`src/rtl/flash_stream_reader.sv`:
```
// rtl/flash_stream_reader.sv - prefetching Avalon-MM flash range reader feeding a sample-rate pop stream
// Optional: FLASH_STREAM_HALFWORD_SPLIT_EN splits each flash word into two half-width samples.
module flash_stream_reader #(
  parameter int ADDR_W      = 23,
  parameter int DATA_W      = 32,
  parameter int FIFO_DEPTH  = 8,
  parameter int MAX_PENDING = 4,
`ifdef FLASH_STREAM_HALFWORD_SPLIT_EN
  localparam int SAMPLE_W   = DATA_W / 2
`else
  localparam int SAMPLE_W   = DATA_W
`endif
) (
  input  logic                clk,
  input  logic                reset_n,
  input  logic                start,
  input  logic                stop,
  input  logic                dir,
  input  logic                loop_en,
  input  logic [ADDR_W-1:0]   start_addr,
  input  logic [ADDR_W-1:0]   end_addr,
  input  logic                sample_tick,
  output logic [ADDR_W-1:0]   flash_mem_address,
  output logic                flash_mem_read,
  input  logic                flash_mem_waitrequest,
  input  logic                flash_mem_readdatavalid,
  input  logic [DATA_W-1:0]   flash_mem_readdata,
  output logic [SAMPLE_W-1:0] sample_data,
  output logic                sample_valid,
  output logic                underrun,
  output logic                busy,
  output logic                done
);
  localparam int PTR_W  = $clog2(FIFO_DEPTH);
  localparam int CNT_W  = $clog2(FIFO_DEPTH + 1);
  localparam int PEND_W = $clog2(MAX_PENDING + 1);
  localparam int SUM_W  = CNT_W + 1;

  typedef enum logic [1:0] {S_IDLE, S_RUN, S_DRAIN, S_ABORT} state_t;

  state_t              state_q, state_d;
  logic [ADDR_W-1:0]   addr_q, addr_d, base_q, base_d, last_q, last_d;
  logic                dir_q, dir_d, loop_q, loop_d, single_q, single_d;
  logic [PEND_W-1:0]   pend_q, pend_d;
  logic [CNT_W-1:0]    cnt_q, cnt_d;
  logic [PTR_W-1:0]    wr_q, wr_d, rd_q, rd_d;
  logic [DATA_W-1:0]   fifo_mem_q [FIFO_DEPTH];
  logic [2:0]          sync_q;
  logic [SAMPLE_W-1:0] sample_q, sample_d;
  logic                valid_q, valid_d, underrun_q, underrun_d, done_q, done_d;
`ifdef FLASH_STREAM_HALFWORD_SPLIT_EN
  logic                half_q, half_d;
`endif

  logic              active, room, rd_req, accept, at_end, ret, push, pop, tick, launch;
  logic [DATA_W-1:0] head;

  assign active = (state_q == S_RUN) || (state_q == S_DRAIN);
  assign room   = (SUM_W'(cnt_q) + SUM_W'(pend_q)) < SUM_W'(FIFO_DEPTH);
  assign rd_req = (state_q == S_RUN) && room && (pend_q < PEND_W'(MAX_PENDING));
  assign accept = rd_req && !flash_mem_waitrequest;
  assign at_end = single_q || (addr_q == last_q);
  assign ret    = flash_mem_readdatavalid && (pend_q != '0);
  assign push   = ret && active;
  assign tick   = sync_q[1] && !sync_q[2] && active && !stop;
  assign launch = (state_q == S_IDLE) && start && !stop;
  assign head   = fifo_mem_q[rd_q];

  always_comb begin
    state_d = state_q;
    done_d  = 1'b0;
    case (state_q)
      S_IDLE:  if (launch) state_d = S_RUN;
      S_RUN: begin
        if (stop) state_d = S_ABORT;
        else if (accept && at_end && (!loop_q || single_q)) state_d = S_DRAIN;
      end
      S_DRAIN: begin
        if (stop) state_d = S_ABORT;
        else if (pend_q == '0 && cnt_q == '0) begin
          state_d = S_IDLE;
          done_d  = 1'b1;
        end
      end
      S_ABORT: if (pend_q == '0) state_d = S_IDLE;
      default: state_d = S_IDLE;
    endcase
  end

  always_comb begin
    addr_d   = addr_q;
    base_d   = base_q;
    last_d   = last_q;
    dir_d    = dir_q;
    loop_d   = loop_q;
    single_d = single_q;
    if (launch) begin
      addr_d   = start_addr;
      base_d   = start_addr;
      last_d   = end_addr;
      dir_d    = dir;
      loop_d   = loop_en;
      // An inverted range degenerates to a single read of start_addr.
      single_d = dir ? (start_addr < end_addr) : (start_addr > end_addr);
    end else if (accept) begin
      addr_d = at_end ? base_q : (dir_q ? addr_q - ADDR_W'(1) : addr_q + ADDR_W'(1));
    end

    pend_d = pend_q;
    if (accept && !ret)      pend_d = pend_q + PEND_W'(1);
    else if (!accept && ret) pend_d = pend_q - PEND_W'(1);

    pop        = 1'b0;
    valid_d    = 1'b0;
    underrun_d = 1'b0;
    sample_d   = sample_q;
`ifdef FLASH_STREAM_HALFWORD_SPLIT_EN
    half_d = half_q;
    if (tick) begin
      if (half_q) begin
        sample_d = head[DATA_W-1:SAMPLE_W];
        valid_d  = 1'b1;
        pop      = 1'b1;
        half_d   = 1'b0;
      end else if (cnt_q == '0) begin
        underrun_d = 1'b1;
      end else begin
        sample_d = head[SAMPLE_W-1:0];
        valid_d  = 1'b1;
        half_d   = 1'b1;
      end
    end
    if (launch || (active && stop)) half_d = 1'b0;
`else
    if (tick) begin
      if (cnt_q == '0) begin
        underrun_d = 1'b1;
      end else begin
        sample_d = head;
        valid_d  = 1'b1;
        pop      = 1'b1;
      end
    end
`endif

    wr_d  = push ? wr_q + PTR_W'(1) : wr_q;
    rd_d  = pop ? rd_q + PTR_W'(1) : rd_q;
    cnt_d = cnt_q;
    if (push && !pop)      cnt_d = cnt_q + CNT_W'(1);
    else if (!push && pop) cnt_d = cnt_q - CNT_W'(1);
    // Leaving ABORT discards whatever was still buffered.
    if (state_q == S_ABORT && state_d == S_IDLE) begin
      wr_d  = '0;
      rd_d  = '0;
      cnt_d = '0;
    end
  end

  always_ff @(posedge clk or negedge reset_n) begin
    if (!reset_n) begin
      state_q    <= S_IDLE;
      addr_q     <= '0;
      base_q     <= '0;
      last_q     <= '0;
      dir_q      <= 1'b0;
      loop_q     <= 1'b0;
      single_q   <= 1'b0;
      pend_q     <= '0;
      cnt_q      <= '0;
      wr_q       <= '0;
      rd_q       <= '0;
      sync_q     <= '0;
      sample_q   <= '0;
      valid_q    <= 1'b0;
      underrun_q <= 1'b0;
      done_q     <= 1'b0;
`ifdef FLASH_STREAM_HALFWORD_SPLIT_EN
      half_q     <= 1'b0;
`endif
    end else begin
      state_q    <= state_d;
      addr_q     <= addr_d;
      base_q     <= base_d;
      last_q     <= last_d;
      dir_q      <= dir_d;
      loop_q     <= loop_d;
      single_q   <= single_d;
      pend_q     <= pend_d;
      cnt_q      <= cnt_d;
      wr_q       <= wr_d;
      rd_q       <= rd_d;
      sync_q     <= {sync_q[1:0], sample_tick};
      sample_q   <= sample_d;
      valid_q    <= valid_d;
      underrun_q <= underrun_d;
      done_q     <= done_d;
`ifdef FLASH_STREAM_HALFWORD_SPLIT_EN
      half_q     <= half_d;
`endif
    end
  end

  always_ff @(posedge clk) begin
    if (push) fifo_mem_q[wr_q] <= flash_mem_readdata;
  end

  assign flash_mem_address = addr_q;
  assign flash_mem_read    = rd_req;
  assign sample_data       = sample_q;
  assign sample_valid      = valid_q;
  assign underrun          = underrun_q;
  assign busy              = (state_q != S_IDLE);
  assign done              = done_q;
endmodule

```
`config.mk`:
```
export PLATFORM = sky130hd
export DESIGN_NAME = flash_stream_reader
export DESIGN_NICKNAME = d
export VERILOG_FILES = /design/src/rtl/flash_stream_reader.sv
export SDC_FILE = /design/constraint.sdc
export NUM_CORES = 1
export LEC_CHECK = 0
export CAP_MARGIN = 20
export CELL_PAD_IN_SITES_DETAIL_PLACEMENT = 1
export CELL_PAD_IN_SITES_GLOBAL_PLACEMENT = 1
export CORE_UTILIZATION = 48
export DETAILED_ROUTE_END_ITERATION = 8
export GPL_TIMING_DRIVEN = 0
export HOLD_SLACK_MARGIN = 0.03
export PLACE_DENSITY_LB_ADDON = 0.1
export SKIP_CTS_REPAIR_TIMING = 1
export SLEW_MARGIN = 20
export SYNTH_ARGS = -nofsm -noshare
export SYNTH_HDL_FRONTEND = slang
export SYNTH_SLANG_ARGS = --single-unit
```
`constraint.sdc`:
```
create_clock -name clk -period 5.2 [get_ports clk]
set_input_delay 0.78 -clock clk [delete_from_list [all_inputs] [get_ports clk]]
set_output_delay 0.78 -clock clk [all_outputs]
set_load 0.01 [all_outputs]
```
==> results of run 1 <==
## layout make-up
type,instances,area share
Inverter,47,0.008590
Buffer,48,0.009504
Multi-Input combinational cell,734,0.2772
Sequential cell,381,0.5266
Clock inverter,15,0.007615
Tap cell,455,0.02772
Timing Repair Buffer,164,0.08638
Clock buffer,60,0.05641
## cell usage after synthesis (all sizes together) (3+ instances only)
cell type | instances | share of area
xor2 | 34 | 0.018
nand3 | 11 | 0.0033
nor2 | 50 | 0.011
mux4 | 64 | 0.086
ha | 57 | 0.042
nor2b | 11 | 0.0041
edfxtp | 256 | 0.46
nand2 | 179 | 0.040
inv | 47 | 0.010
fa | 3 | 0.0036
a221oi | 3 | 0.0016
and3 | 7 | 0.0026
o41ai | 4 | 0.0032
a31oi | 7 | 0.0026
dfrtp | 125 | 0.19
a211oi | 9 | 0.0040
o221ai | 3 | 0.0016
a21o | 15 | 0.0067
nand2b | 7 | 0.0026
o21ai | 104 | 0.031
nor3 | 15 | 0.0048
nand4 | 6 | 0.0022
xnor2 | 13 | 0.0068
o211ai | 9 | 0.0040
clkbuf | 35 | 0.0078
mux2i | 35 | 0.021
or3 | 5 | 0.0019
nor4 | 6 | 0.0022
buf | 13 | 0.0038
a21oi | 52 | 0.016
## cells by family after synthesis
family	share of synthesized area
flip-flops	0.6428
AND/OR/NAND/NOR	0.07861
AO/OA/AOI/OAI	0.07890
multiplexers	0.1072
buffers and inverters	0.02209
adder cells (fa/ha/maj)	0.04596
XOR/XNOR	0.02447
## per-layer routing
layer / global-route usage / up-vias / share of wire
li1: - / 4925 / -
met1: 0.3316 / 5545 / 0.41
met2: 0.4628 / 280 / 0.52
met3: 0.03800 / 82 / 0.045
met4: 0.08189 / 2 / 0.026
met5: 0 / - / 0.00024
## metrics by stage
step / worst slack (ns) / utilization
after floorplan: 1.405 / -
after global placement: -2.370 / 0.5459
after detailed placement: 0.6264 / 0.5565
after CTS: 1.045 / 0.5946
after global routing: 0.7343 / 0.5946
final: 1.094 / 0.5946
## where the power goes
group	leakage, nW	total (mW)	internal (mW)	switching, mW
Combinational	3.27	4.17	1.90	2.27
Sequential	3.87	4.38	3.88	0.506
Clock	0.644	2.87	1.70	1.18
Total	7.78	11.4	7.47	3.96
## path summary, 6_finish.rpt
path	startpoint	to	slack, ns	cells after the start
setup / recovery	state_q[0]	cnt_q[3]	1.09	15
hold / removal	reset_n	sample_data[26]	0.21	1
setup reg to reg	state_q[0]	cnt_q[3]	1.09	15
hold reg to reg	sync_q[0]	sync_q[1]	0.35	0
max in group asynchronous	reset_n	last_q[15]	4.23	2
min in group clk	sync_q[0]	sync_q[1]	0.35	0
## worst max-delay path, cell delays in order, from the launching register on
cell and delay, ns:
dfrtp_1 0.44, inv_1 0.12, ha_1 0.33, nand4_1 0.11
nand2b_1 0.33, clkbuf_1 0.50, clkbuf_1 0.58, ha_1 0.33
inv_1 0.09, ha_1 0.29, a21o_1 0.20, a21oi_1 0.18
xnor2_1 0.15, nor2_1 0.08, xnor2_1 0.17, nor2_1 0.06
## sequential cells by signal, indices dropped and copies added, names as in the netlist, 4 cells and up
register,count
base_q,23
last_q,23
flash_mem_address,23
fifo_mem_q,256
cnt_q,4
sample_data,32
==> out/qor.yml, run 1 <==
pin_count: 147
routabilityCongestion: 0.8313
path_max_fanout: 10
slew_viol_final: 0
syn_avg_cell_area_um2: 13.90
cellPowerDensity_nw_per_um2: 556.4
clkSlewWorstSetupHoldPaths_ns: 0.06
seq_area_frac_synth: 0.6428
syn_area_um2: 16820
core_um2: 34540
fin_nets: 1564
nFillCells: 3361
synthCells: 1210
outcome: "finished clean"
synthArstFlopShare: 0.3281
vias: 10830
grt_usage: 0.2614
dieArea_um2: 35800
drtPass1Iterations: 5
drv_cap: 0
initial_utilization: 0.4871
multi_input_area_um2: 5693
hold_class: "in -> async"
cts.sinks: 381
grt_max_degree: 66
p_leak_nw: 7.778
drc: 0
power_mw: 11.43
diodes: 0
mostFrequentLayoutCell: "edfxtp_1"
final.setup.tns_ns: 0
hpwl_um: 31240
cts_tree: "built"
cts-buffers-inserted: 41
crit_arrival_ns: 4.50
ys_types: 57
syn2layout_area_growth_pct: 22.07
worst_pin_slew_ns: 1.044
grt_overflow_total: 0
fmax_mhz: 243.6
ir_drop_v: 0.0003326
grt_pass1_wl_um: 69460
postPlaceCellArea_um2: 19220
min_period_ns: 4.106
syn_nets: 1357
drtIter0Drc: 665
layout_common_cells: "256 x edfxtp_1, 179 x nand2_1, 145 x clkdlybuf4s50_1"
die_x_um: 189.2
setup.worst_path.start_class: "flop"
whs_ns: 0.2116
num_rows: 68
ctsLongestPathBuffers: 3
rsz0062_at_grt: "false"
relSlewSlack: 0.3040
fp.dieH_um: 189.2
antenna_found_initial: 1
wire_per_inst_um: 23.88
synthFlopType: "edfxtp_1"
post-route-period-util: 0.7895
register_area_um2: 10820
required_ns: 5.60
synth-warning-count: 0
synth_edf_count: 256
fin_worst_skew_ns: 0.01490
critPathCaptureType: "flop"
layoutNonFillerInstCount: 1904
dp_cells: 1829
clock_latency_ns: 0.54
port_buffers: 146
finalSetupViolCount: 0
synth_seq_cells: 381
cts-root-buf: "clkbuf_16"
grt_pass1_vias: 11630
wl_um: 45470
vias_per_cell: 5.690
hold_viol_final: 0
drive_above_1_share: 0.1146
ant_nets: 0
crit_type: "reg -> reg"
htreeDepth: 2
stdcell_area_um2: 20540
No activity file was read; power rests on OpenSTA's default activity.
==> run 2: changes to the inputs <==
clock period = 4.2 ns   (was 5.2 ns; I/O delays follow)
==> run 2 against run 1 <==
Compared with the run above:
- critical endpoint unchanged
- final cell count is the same
- die area is the same
- combinational power up 24%
- total power up 24%
- clock power is 24% higher
- worst setup slack got worse by 0.57 ns
- routed wire length hardly changed
==> out/qor.yml, run 2 (same netlist as run 1, synthesis figures left out) <==
outcome: "finished clean"
fin_nets: 1564
largest_reg_flops: 256
cts-root-buf: "clkbuf_16"
relSlewSlack: 0.3044
layout_common_cells: "256 x edfxtp_1, 179 x nand2_1, 145 x clkdlybuf4s50_1"
postPlaceCellArea_um2: 19220
fin_worst_skew_ns: 0.01272
hold_viol_final: 0
routabilityCongestion: 0.8313
port_buffers: 146
ir_drop_v: 0.0004097
dp_cells: 1829
cellPowerDensity_nw_per_um2: 688.9
num_rows: 68
grt_usage: 0.2614
htreeDepth: 2
clock_latency_ns: 0.54
crit_type: "reg -> reg"
required_ns: 4.60
slowest_stage: "dfrtp_1"
utilization: 0.5946
core_um2: 34540
finalSetupViolCount: 0
vias: 10820
slew_viol_final: 0
drc: 0
diodes: 0
worst_pin_slew_ns: 1.043
pin_count: 147
antenna_found_initial: 1
stdcell_area_um2: 20540
ctsLongestPathBuffers: 3
cp.depth: 15
clkSlewWorstSetupHoldPaths_ns: 0.06
hold_class: "in -> async"
cts_tree: "built"
wire_per_inst_um: 23.86
drive_above_1_share: 0.1159
wl_um: 45430
mostFrequentLayoutCell: "edfxtp_1"
cpMostUsedCell: "ha_1"
drtIter0Drc: 612
whs_ns: 0.05821
reg2reg_depth: 15
setup.worst_path.start_class: "flop"
crit_arrival_ns: 4.08
ant_nets: 0
grt_pass1_vias: 11630
fmax_mhz: 271.7
drv_cap: 0
path_delay_family: "buffers and inverters"
dieArea_um2: 35800
grt_overflow_total: 0
grt_max_degree: 66
fp.dieH_um: 189.2
vias_per_cell: 5.685
initial_utilization: 0.4871
syn2layout_area_growth_pct: 22.09
grt_pass1_wl_um: 69460
post-route-period-util: 0.8763
hpwl_um: 31240
worst_path_largest_cell_delay_ns: 0.44
layoutNonFillerInstCount: 1904
cp_cell_sequence: "inv_1 > ha_1 > nand4_1 > nand2b_1 > clkbuf_2 > clkbuf_2 > ha_1 > inv_1 > ha_1 > a21o_1 > a21oi_1 > xnor2_1 > nor2_1 > xnor2_1 > nor2_1"
critPathCaptureType: "flop"
rsz0062_at_grt: "false"
cts.sinks: 381
regMostFlops: "fifo_mem_q"
die_x_um: 189.2
crit_buf_inv: 4
cts-buffers-inserted: 41
drtPass1Iterations: 4
path_max_fanout: 10
p_leak_nw: 7.783
min_period_ns: 3.680
## run 2: cell counts in the layout (fill, tap and decap cells not counted)
Identical to the previous run, type by type.
## run 2: per-layer routing
layer | track usage | wire, um | vias up | part of all wire
li1 | - | - | 4922 | -
met1 | 0.3316 | 18560 | 5530 | 0.41
met2 | 0.4628 | 23680 | 293 | 0.52
met3 | 0.03800 | 2060 | 77 | 0.045
met4 | 0.08189 | 1115 | 2 | 0.025
met5 | 0 | 11 | - | 0.00024
## run 2: path summary, 6_finish.rpt
kind / from / to / slack [ns]
setup / recovery: state_q[0] / cnt_q[3] / 0.52
hold / removal: reset_n / sample_data[26] / 0.06
setup reg to reg: state_q[0] / cnt_q[3] / 0.52
hold reg to reg: sync_q[0] / sync_q[1] / 0.35
max in group asynchronous: reset_n / last_q[15] / 3.38
min in group clk: sync_q[0] / sync_q[1] / 0.35
## run 2: metrics by stage
stage | power (mW) | setup WS [ns] | setup TNS [ns]
2_1_floorplan | 8.655 | 0.4048 | 0
3_3_place_gp | 10.41 | -3.220 | -698.08
4_1_cts | 14.28 | 0.04455 | 0
3_5_place_dp | 10.66 | -0.2236 | -0.2236
5_1_grt | 14.96 | 0.2368 | 0
6_report | 14.15 | 0.5197 | 0
## run 2: cell type report
type | instances | area, um2
Buffer | 48 | 197.7
Clock buffer | 60 | 1159
Clock inverter | 15 | 156.4
Fill cell | 3360 | 14000
Inverter | 47 | 176.4
Multi-Input combinational cell | 734 | 5693
Sequential cell | 381 | 10820
Tap cell | 455 | 569.3
Timing Repair Buffer | 164 | 1774
## run 2: report_power, final
group	internal, mW	switching, mW	leakage (nW)
Sequential	4.80	0.629	3.87
Combinational	2.35	2.82	3.27
Clock	2.10	1.46	0.644
Total	9.25	4.90	7.78
==> edit 1 (settings of run 2) <==
Add a define of `FLASH_STREAM_HALFWORD_SPLIT_EN`.
--- a/src/rtl/flash_stream_reader.sv
+++ b/src/rtl/flash_stream_reader.sv
@@ -1,5 +1,7 @@
 // rtl/flash_stream_reader.sv - prefetching Avalon-MM flash range reader feeding a sample-rate pop stream
 // Optional: FLASH_STREAM_HALFWORD_SPLIT_EN splits each flash word into two half-width samples.
+`define FLASH_STREAM_HALFWORD_SPLIT_EN
+
 module flash_stream_reader #(
   parameter int ADDR_W      = 23,
   parameter int DATA_W      = 32,
Interface: changed (resized sample_data); port bits go from 147 to 131. No check against the original RTL was run, so the function may have changed too.
==> edit 1 against run 2 <==
- first-iteration DRC count grew 6.2%
- total power decreased by 1.4%
- setup slack better by 0.024 ns
- count of clock-buffer cells in the layout decreased by 7
- final cell count down 7.2%
- sequential cell count down 15
- area after synthesis shrank 2.9%
- via count fell by 5.5%
- combinational power about the same
- cell area is 3.2% lower
- wire length down 2.1%
- sequential power down 4.8%
- non-clock buffer count fell by 21
- critical path type unchanged
- largest cell class unchanged
==> edit 1: results (changes against run 2) <==
{| class="wikitable"
! Metric !! Value
|-
| Status || finished, final reports clean (unchanged)
|-
| DR vias/cell || 5.79 (was 5.68)
|-
| Number of nets in the finished design || 1434 (was 1564)
|-
| Layout filler cell count || 3190 (was 3360)
|-
| Overall track demand over capacity in global routing || 26.3% (was 26.1%)
|-
| Largest cells by area after synthesis || sky130_fd_sc_hd__edfxtp_1 47%, sky130_fd_sc_hd__dfrtp_1 17%, sky130_fd_sc_hd__mux4_2 11%, sky130_fd_sc_hd__ha_1 4.4%, sky130_fd_sc_hd__nand2_1 3.0% (was sky130_fd_sc_hd__edfxtp_1 46%, sky130_fd_sc_hd__dfrtp_1 19%, sky130_fd_sc_hd__mux4_2 8.6%, sky130_fd_sc_hd__ha_1 4.2%, sky130_fd_sc_hd__nand2_1 4.0%)
|-
| Cell types with the highest counts after synthesis || 256 x sky130_fd_sc_hd__edfxtp_1, 130 x sky130_fd_sc_hd__nand2_1, 110 x sky130_fd_sc_hd__dfrtp_1 (was 256 x sky130_fd_sc_hd__edfxtp_1, 179 x sky130_fd_sc_hd__nand2_1, 125 x sky130_fd_sc_hd__dfrtp_1)
|-
| TritonCTS buffer count || 40 (was 41)
|-
| Sequential share of the synthesized area || 63.9% (was 64.3%)
|-
| Synth async-reset ratio || 30.1% (was 32.8%)
|-
| Pre-CTS WS || 0.384 ns (was -0.224 ns)
|-
| Pin count of the biggest net entering global routing || 72 (was 66)
|-
| First-pass GRT wire length || 68.0 mm (was 69.5 mm)
|-
| Number of global-route vias before repair || 11200 (was 11600)
|-
| Fraction of layout cells with a size suffix above 1 || 16.5% (was 11.6%)
|-
| Critical path's top delay family || compound AO/OA/AOI/OAI gates (was buffers and inverters)
|-
| Part of the power in registers || 37.0% (was 38.4%)
|-
| Dpl hpwl || 31.2 mm (about the same)
|-
| Buffers on Ports || 130 (was 146)
|-
| Cell Area, Placed || 0.0185 sq mm (was 0.0192 sq mm)
|-
| Clock skew after layout || 0.0167 ns (was 0.0127 ns)
|-
| Detailed Route Iter0 Violations || 650 (was 612)
|-
| Arrival time reported for the critical path endpoint || 4.05 ns (was 4.08 ns)
|-
| GP Congestion || 0.896 (was 0.831)
|-
| Library cells used by synthesis || 66 (was 57)
|-
| Largest fanout on the critical path || 23 (was 10)
|-
| VDD IR-drop max || 0.000448 V (was 0.000410 V)
|-
| Switching power of the nets || 4740 uW (was 4900 uW)
|-
| Initial antenna violation count || 0 (was 1)
|-
| Total Wirelength || 44.5 mm (was 45.4 mm)
|}
-- edit 1: per-layer routing --
| layer | vias to the layer above | global-route usage, % | part of all wire (%) |
|---|---|---|---|
| met1 | 5320 | 34.1 | 41 |
| met2 | 267 | 45.5 | 51 |
| li1 | 4564 | - | - |
| met4 | 0 | 8.86 | 2.9 |
| met5 | - | 0 | 0 |
| met3 | 78 | 3.95 | 4.4 |
-- edit 1: per-stage QoR --
step | std cells | utilization [%] | hold WS, ns | total power (uW)
2_1_floorplan | 1099 | - | 0.331 | 8460
3_3_place_gp | 1677 | 54.3 | 0.334 | 10100
3_5_place_dp | 1693 | 55.2 | 0.344 | 10400
4_1_cts | 1766 | 59.3 | 0.0354 | 14000
5_1_grt | 1766 | 59.3 | 0.0485 | 14700
6_report | 1766 | 59.3 | 0.0282 | 14000
-- edit 1: worst register-to-register path, cell delays in order (launching register included) --
cell	delay, ns
sky130_fd_sc_hd__dfrtp_1	1.05
sky130_fd_sc_hd__inv_1	0.19
sky130_fd_sc_hd__fa_1	0.47
sky130_fd_sc_hd__nor2b_1	0.18
sky130_fd_sc_hd__o31a_1	0.23
sky130_fd_sc_hd__o2111ai_2	0.17
sky130_fd_sc_hd__a21oi_1	0.35
sky130_fd_sc_hd__nand3_1	0.17
sky130_fd_sc_hd__and4_1	0.24
sky130_fd_sc_hd__a2111oi_0	0.35
sky130_fd_sc_hd__o21ai_0	0.14
-- edit 1: cell families (layout without fill, tap and decap cells) --
kind of cell / Yosys count / count (layout) / share of synthesized area, %
AOI/OAI and AO/OA: 181 / 181 / 6.90
muxes: 103 / 103 / 12.6
and+or+nand+nor: 261 / 261 / 7.41
xor gates and xnor gates: 45 / 45 / 2.41
adders and majority gates: 60 / 60 / 4.73
buffers and inverters: 83 / 302 / 2.05
DFF: 366 / 366 / 63.9
-- edit 1: final cells by class --
type / count / area, sq um / share of cell area, %
Sequential cell: 366 / 10400 / 52.5
Multi-Input combinational cell: 650 / 5620 / 28.3
Timing Repair Buffer: 146 / 1560 / 7.84
Clock buffer: 53 / 1100 / 5.53
Tap cell: 448 / 561 / 2.82
Clock inverter: 20 / 264 / 1.33
Buffer: 45 / 195 / 0.982
Inverter: 38 / 143 / 0.718
-- edit 1: final timing paths --
kind / from / end / slack, ns / depth (start not counted)
max in group asynchronous: reset_n / last_q[15] / 3.42 / 2
worst max-delay path: dir_q / flash_mem_address[16] / 0.54 / 10
worst max register to register: dir_q / flash_mem_address[16] / 0.54 / 10
min in group clk: sync_q[0] / sync_q[1] / 0.35 / 0
worst min-delay path: reset_n / sample_data[3] / 0.03 / 1
worst min register to register: sync_q[0] / sync_q[1] / 0.35 / 0
==> edit 2 (flow settings as in run 2) <==
Without the edit above. Register the output `underrun` once more; this adds one clock of latency there. The other outputs are not delayed to match.
--- a/src/rtl/flash_stream_reader.sv
+++ b/src/rtl/flash_stream_reader.sv
@@ -208,7 +208,9 @@
   assign flash_mem_read    = rd_req;
   assign sample_data       = sample_q;
   assign sample_valid      = valid_q;
-  assign underrun          = underrun_q;
+  always_ff @(posedge clk) begin
+    underrun <= underrun_q;
+  end
   assign busy              = (state_q != S_IDLE);
   assign done              = done_q;
 endmodule
Formal check against the unedited RTL: not equivalent (Yosys sat finds a counterexample within 4 cycles, from zero or initial values and one cycle with reset_n low).
==> edit 2 against run 2 <==
- sequential cell count increased by 1
- count of clock-buffer cells in the layout is 5 lower
- cell area about the same
- maximum frequency fell by 0.98%
- hold slack gained 0.29 ns
- critical path type unchanged
- area after synthesis grew 0.12%
- total power is essentially flat
- wire length grew 0.20%
- setup slack worse by 0.036 ns
- largest cell class unchanged
==> edit 2: results (changes against run 2) <==
{| class="wikitable"
! Metric !! Value
|-
| Dpl hpwl || 31.8 mm (was 31.2 mm)
|-
| First-pass GRT wire length || 68.8 mm (was 69.5 mm)
|-
| Total Wirelength || 45.5 mm (was 45.4 mm)
|-
| Sequential share of the synthesized area || 64.3% (about the same)
|-
| Count of flip-flops and latches || 382 (was 381)
|-
| CP Capture Type || flop (unchanged)
|-
| Register area || 0.0108 sq mm (about the same)
|-
| Library cells used by synthesis || 58 (was 57)
|-
| Arrival time reported for the critical path endpoint || 4.11 ns (was 4.08 ns)
|-
| Worst reg-to-reg setup slack || 0.48 ns (was 0.52 ns)
|-
| Largest cells by area after synthesis || sky130_fd_sc_hd__edfxtp_1 46%, sky130_fd_sc_hd__dfrtp_1 19%, sky130_fd_sc_hd__mux4_2 8.6%, sky130_fd_sc_hd__ha_1 4.2%, sky130_fd_sc_hd__nand2_1 4.0% (unchanged)
|-
| Detailed Route Iter0 Violations || 630 (was 612)
|-
| Fraction of layout cells with a size suffix above 1 || 11.9% (was 11.6%)
|-
| Wire length on met2 || 23.7 mm (about the same)
|-
| DR top layer || met5 (unchanged)
|-
| Met3 wirelength from detailed routing || 2.31 mm (was 2.06 mm)
|-
| Critical path's largest stage delay || 0.46 ns (was 0.44 ns)
|-
| Pre-CTS WS || -0.150 ns (was -0.224 ns)
|-
| Number of global-route vias before repair || 11800 (was 11600)
|-
| Pin count of the biggest net entering global routing || 89 (was 66)
|-
| P_int || 9210 uW (was 9250 uW)
|-
| DR vias || 10800 (about the same)
|-
| Portion of the layout cell area used by non-clock buffers || 9.52% (was 9.60%)
|-
| Met3 track utilization from global routing || 4.21% (was 3.80%)
|-
| VDD IR-drop max || 0.000385 V (was 0.000410 V)
|-
| Maximum frequency from static timing analysis || 269 MHz (was 272 MHz)
|-
| Count of warnings emitted by yosys || 0 (unchanged)
|-
| Initial antenna violation count || 2 (was 1)
|-
| TritonCTS buffer count || 41 (unchanged)
|-
| Sequential cell area share || 52.7% (about the same)
|-
| Logic depth of the worst register-to-register path || 15 (unchanged)
|-
| Number of nets in the finished design || 1565 (was 1564)
|-
| Drt first pass iters || 5 (was 4)
|-
| Sum of internal, switching and leakage power || 14100 uW (about the same)
|-
| GR Layer Usage met1 || 31.7% (was 33.2%)
|-
| Met2 usage in global routing || 46.4% (was 46.3%)
|-
| Worst-Margin Slew || 1.04 ns (about the same)
|-
| Synth async-reset ratio || 32.7% (was 32.8%)
|-
| Part of the power in registers || 38.3% (was 38.4%)
|-
| DR vias/cell || 5.66 (was 5.68)
|-
| GP Congestion || 0.868 (was 0.831)
|-
| Static power due to leakage || 0.00780 uW (was 0.00778 uW)
|-
| Kind of path behind the tightest hold check || flop to flop (was primary input to async pin)
|-
| Diode insertion count for antenna repair || 1 (was 0)
|-
| Syn Inst Count || 1211 (was 1210)
|-
| Layout filler cell count || 3370 (was 3360)
|-
| Post-Synthesis Net Count || 1358 (was 1357)
|-
| Clock skew after layout || 0.0172 ns (was 0.0127 ns)
|-
| Status || finished, final reports clean (unchanged)
|-
| Clk_buf instances || 55 (was 60)
|}
-- edit 2: cell types whose count changed after synthesis, sizes merged --
cell	delta
dfxtp	+1
-- edit 2: stage by stage --
stage	hold slack, ns	TNS, ns
floorplan	0.324	0
global placement	0.328	-697.45
detailed placement	0.334	-0.150
CTS	-0.0128	0
global route	0.358	0
finish	0.348	0
-- edit 2: critical path: cells and delay by family, from the launching register on --
family	cells	cell delay, ns
adder cells (fa/ha/maj)	3	0.90
flip-flops	1	0.46
AND/OR/NAND/NOR	4	0.51
AO/OA/AOI/OAI	2	0.35
buffers and inverters	4	1.08
XOR/XNOR	2	0.29
-- edit 2: cell families (layout without fill, tap and decap cells) --
family          Yosys count  in the layout  share of synthesized area [%]
simple gates            304            304                           7.85
mux                     100            100                           10.7
compound gates          223            223                           7.88
xor+xnor                 47             47                           2.44
flops                   382            382                           64.3
other cells               0              1                              0
buf+inv                  95            334                           2.21
fa+ha+maj                60             60                           4.59
